[src/rtl/spi_slave_cmd_dec.sv]
// SPI slave command decoder (sclk domain): decodes the opcode, programs the shifter phase
// length, captures the start address and issues auto-incrementing write requests.
// Optional: define SPI_SLAVE_ADDR_WRAP_EN to keep bursts inside a 4 KiB page.
module spi_slave_cmd_dec #(
  parameter logic [7:0]  CMD_WR_SERIAL = 8'h02,
  parameter logic [7:0]  CMD_WR_QUAD   = 8'h32,
  parameter logic [31:0] ADDR_INC      = 32'd4
) (
  input  logic        sclk,
  input  logic        rst_n,
  input  logic [31:0] rx_data,
  input  logic        rx_valid,
  output logic [7:0]  rx_counter,
  output logic        rx_counter_upd,
  output logic        rx_en_quad,
  output logic [31:0] wr_addr,
  output logic [31:0] wr_data,
  output logic        wr_valid,
  input  logic        wr_ready,
  output logic        overflow,
  output logic        cmd_err
);

  typedef enum logic [1:0] {
    ST_CMD,
    ST_ADDR,
    ST_DATA,
    ST_IGNORE
  } state_t;

  state_t      state, state_nxt;
  logic        first;
  logic        wr_accept;
  logic        data_load;
  logic        data_drop;
  logic [31:0] addr_next;
  logic [7:0]  opcode;

  assign opcode    = rx_data[7:0];
  assign wr_accept = wr_valid && wr_ready;
  assign data_load = (state == ST_DATA) && rx_valid && (!wr_valid || wr_ready);
  assign data_drop = (state == ST_DATA) && rx_valid && wr_valid && !wr_ready;

`ifdef SPI_SLAVE_ADDR_WRAP_EN
  assign addr_next = {wr_addr[31:12], wr_addr[11:0] + ADDR_INC[11:0]};
`else
  assign addr_next = wr_addr + ADDR_INC;
`endif

  // A received word overrides the post-reset command-length load in the same cycle.
  always_comb begin
    state_nxt      = state;
    rx_counter_upd = 1'b0;
    rx_counter     = '0;
    if (first) begin
      rx_counter_upd = 1'b1;
      rx_counter     = 8'd7;
    end
    if (rx_valid) begin
      case (state)
        ST_CMD: begin
          rx_counter_upd = 1'b0;
          rx_counter     = '0;
          if (opcode == CMD_WR_SERIAL) begin
            rx_counter_upd = 1'b1;
            rx_counter     = 8'd31;
            state_nxt      = ST_ADDR;
          end else if (opcode == CMD_WR_QUAD) begin
            rx_counter_upd = 1'b1;
            rx_counter     = 8'd7;
            state_nxt      = ST_ADDR;
          end else begin
            state_nxt      = ST_IGNORE;
          end
        end
        ST_ADDR: begin
          rx_counter_upd = 1'b1;
          rx_counter     = rx_en_quad ? 8'd7 : 8'd31;
          state_nxt      = ST_DATA;
        end
        default: ;
      endcase
    end
  end

  always_ff @(posedge sclk or negedge rst_n) begin
    if (!rst_n) begin
      state      <= ST_CMD;
      first      <= 1'b1;
      rx_en_quad <= 1'b0;
      wr_addr    <= '0;
      wr_data    <= '0;
      wr_valid   <= 1'b0;
      overflow   <= 1'b0;
      cmd_err    <= 1'b0;
    end else begin
      state <= state_nxt;
      first <= 1'b0;

      if ((state == ST_CMD) && rx_valid) begin
        if (opcode == CMD_WR_SERIAL)
          rx_en_quad <= 1'b0;
        else if (opcode == CMD_WR_QUAD)
          rx_en_quad <= 1'b1;
        else
          cmd_err <= 1'b1;
      end

      if ((state == ST_ADDR) && rx_valid)
        wr_addr <= rx_data;
      else if (wr_accept)
        wr_addr <= addr_next;

      if (data_load) begin
        wr_data  <= rx_data;
        wr_valid <= 1'b1;
      end else if (wr_accept) begin
        wr_valid <= 1'b0;
      end

      if (data_drop)
        overflow <= 1'b1;
    end
  end

endmodule
[config.mk]
export PLATFORM = sky130hd
export DESIGN_NAME = spi_slave_cmd_dec
export DESIGN_NICKNAME = d
export VERILOG_FILES = /design/src/rtl/spi_slave_cmd_dec.sv
export SDC_FILE = /design/constraint.sdc
export NUM_CORES = 1
export LEC_CHECK = 0
export ABC_AREA = 1
export BUFFER_PORTS_ARGS = -buffer_cell sky130_fd_sc_hd__buf_2
export CORE_UTILIZATION = 54
export CTS_BUF_LIST = sky130_fd_sc_hd__clkbuf_4
export CTS_CLUSTER_SIZE = 30
export DETAILED_ROUTE_END_ITERATION = 8
export HOLD_SLACK_MARGIN = 0.1
export PLACE_DENSITY = 0.83
export SLEW_MARGIN = 30
export SYNTH_ARGS = -nofsm -noshare
export SYNTH_HDL_FRONTEND = slang
export SYNTH_SLANG_ARGS = --single-unit
[constraint.sdc]
create_clock -name sclk -period 1.9 [get_ports sclk]
set_clock_uncertainty 0.15 [all_clocks]
set_input_delay 0.38 -clock sclk [delete_from_list [all_inputs] [get_ports sclk]]
set_output_delay 0.38 -clock sclk [all_outputs]
set_load 0.005 [all_outputs]
==> metrics.txt <==
most frequent cells in the layout=nand2_1, buf_2, inv_1; vias in the first global route=3743; Core ar.=6910 sq um; failing checks=setup timing; Final GP Congestion=0.919; Final min period=1.99 ns; Static Leak=0.00260 uW; Antenna Nets Post-Route=0; gr ovfl total=0; Reg clk slew, reported paths=0.11 ns; share of layout cells above drive strength 1=27.5%; fillers=595; IO Pins=113; HP Class=in2reg; total wire length=10400 um; worst path arrival time=1.46 ns; CTS tree=built; IO Port Bufs=109; die area=7630 sq um; Buf+Inv Stages, Crit Path=2; CP max stage cell=dfrtp_1; Avg Cell Area, Syn=7.66 sq um; max cap viols=0; DRC Markers=0; Tcrit/Tclk final=105%; via-per-instance ratio=5.09; Post-synth EDFFs=0; Syn Inst Count=514; Net count, final=695; kind of cell adding the most delay to the critical path=flip-flops; number of diodes=0; CP max FO=3; Place WS=-0.0425 ns; crit-path cells=nor2_4 > inv_2 > nor2_4 > nand3_2 > o22ai_2 > buf_2; first-pass GRT wire length=16900 um; Final Hold Vio Count=0; crit-path max cell delay=0.42 ns; Req. time, crit path=1.37 ns; kind of critical path=reg2out; chip width=87.4 um; Post-Syn Area=3940 sq um; Area after DPL=4550 sq um; VDD IR-drop max=0.552 mV; clk sinks=71; Root Buffer Master=clkbuf_4; most common cell after layout, fill and taps aside=nand2_1; Seq/Total Area, Yosys=45.2%; fmax=503 MHz; DP Wirelength=7320 um; RSZ-0062 raised after global routing=true; drt first pass iters=4; Distinct cells, synth=34; Std-Cell Rows=30; mean routed wirelength per cell=13.7 um; overall routing resource usage=28.8%; worst-skew pair later-pin latency=0.42 ns; H-tree depth=3; area delta synth->final=26.6%; CP dominant cell by count=nor2_4; Ys Warns=0; setup violators final=6; final setup margin=-0.0876 ns; routed via count=3859; Num CTS Buffers=9; Power Density=985 nW/um^2; Max clock buf depth=2; post-synthesis async set-or-reset flop share=100%; fin area=4980 sq um; height of the die=87.4 um; initial antenna violation count=0; Initial Util=57.0%; #FFs+latches synth=71; top_reg_cell synth=dfrtp_1; largest net degree at the start of global routing=72; crit start category=flip-flop; number of DRC markers in iteration 0=262; max-slew violations=0; Critical Path Sink Type=primary output; status=finished, violations left
[cell usage after synthesis (all sizes together), types with 3 or more instances]
master / number / area (sq um)
nand4: 4 / 25.0
o21ai: 49 / 245
xor2: 7 / 61.3
nand2: 157 / 624
o22ai: 18 / 113
inv: 83 / 312
nand3: 29 / 145
a21oi: 7 / 35.0
nor2: 48 / 278
o221ai: 3 / 26.3
o21bai: 5 / 37.5
dfrtp: 70 / 1750
buf: 21 / 155
[per-layer routing]
layer  GRT usage, %  vias up  part of all wire (%)  routed length [um]
met2           50.7      137                    51                5280
met4           10.1        0                  0.82                  85
met1           36.8     1812                    43                4500
li1               -     1900                     -                   -
met5              0        -                     0                   0
met3           2.94       10                   5.3                 555
[through the flow]
step	util (%)	setup TNS [ns]	hold WS [ns]	total power [uW]	cells
global placement	65.9	0	0.284	3970	712
finish	72.2	-0.388	0.124	4910	758
detailed placement	65.9	-0.162	0.284	4050	712
global route	72.2	-0.950	0.139	5270	758
floorplan	-	0	-0.0656	3270	517
CTS	71.9	-0.314	0.103	4900	756
[worst register-to-register path: cells and delay by family (launching register included)]
family / cells / cell delay [ns]
AND/OR/NAND/NOR: 9 / 0.96
flip-flops: 1 / 0.47
[where the power goes]
group | switching [uW] | internal [uW]
Sequential | 372 | 2000
Clock | 530 | 288
Combinational | 931 | 790
[what timing repair did]
action                                  in CTS  in global routing
setup buffers                                4                  2
gates cloned                                 0                  0
endpoints found under the hold margin       94                  0
hold buffers                                25                  0
endpoints found under the setup margin       6                  7
gates resized for setup                      8                  1
pin swaps                                    3                  0
[flip-flops by register name (all words and copies together), names as in the netlist]
| name | count |
|---|---|
| overflow | 1 |
| state | 2 |
| wr_data | 32 |
| wr_addr | 32 |
| cmd_err | 1 |
| wr_valid | 1 |
| first | 1 |
| rx_en_quad | 1 |
[cell families (layout without fill, tap and decap cells)]
family / count (synthesis) / count (layout) / share of synthesized area (%)
simple gates: 244 / 244 / 28.5
buf+inv: 104 / 249 / 11.9
compound gates: 84 / 84 / 12.0
flops: 71 / 71 / 45.2
xor+xnor: 8 / 8 / 1.78
fa+ha+maj: 1 / 1 / 0.318
other cells: 1 / 4 / 0.0953
mux: 1 / 1 / 0.286
[final cells by class]
class                   count  area, sq um  area share (%)
repair buffers            151          940            18.9
clock buffers              11         82.6            1.66
clock inverters             4         23.8           0.477
multi-input cells         342         1730            34.6
well taps                  96          120            2.41
inverters                  83          312            6.25
flip-flops and latches     71         1780            35.7
[final timing paths]
| path | start | slack [ns] | cells after the start | end |
|---|---|---|---|---|
| hold reg to reg | overflow | 0.34 | 1 | overflow |
| min in group asynchronous | rst_n | 0.35 | 3 | cmd_err |
| setup / recovery | state[1] | -0.09 | 6 | rx_counter[3] |
| hold / removal | rx_data[4] | 0.12 | 3 | wr_addr[4] |
| setup reg to reg | wr_addr[15] | 0.21 | 9 | wr_addr[31] |
| max in group asynchronous | rst_n | 0.91 | 3 | first |
No activity file was read; power rests on OpenSTA's default activity.
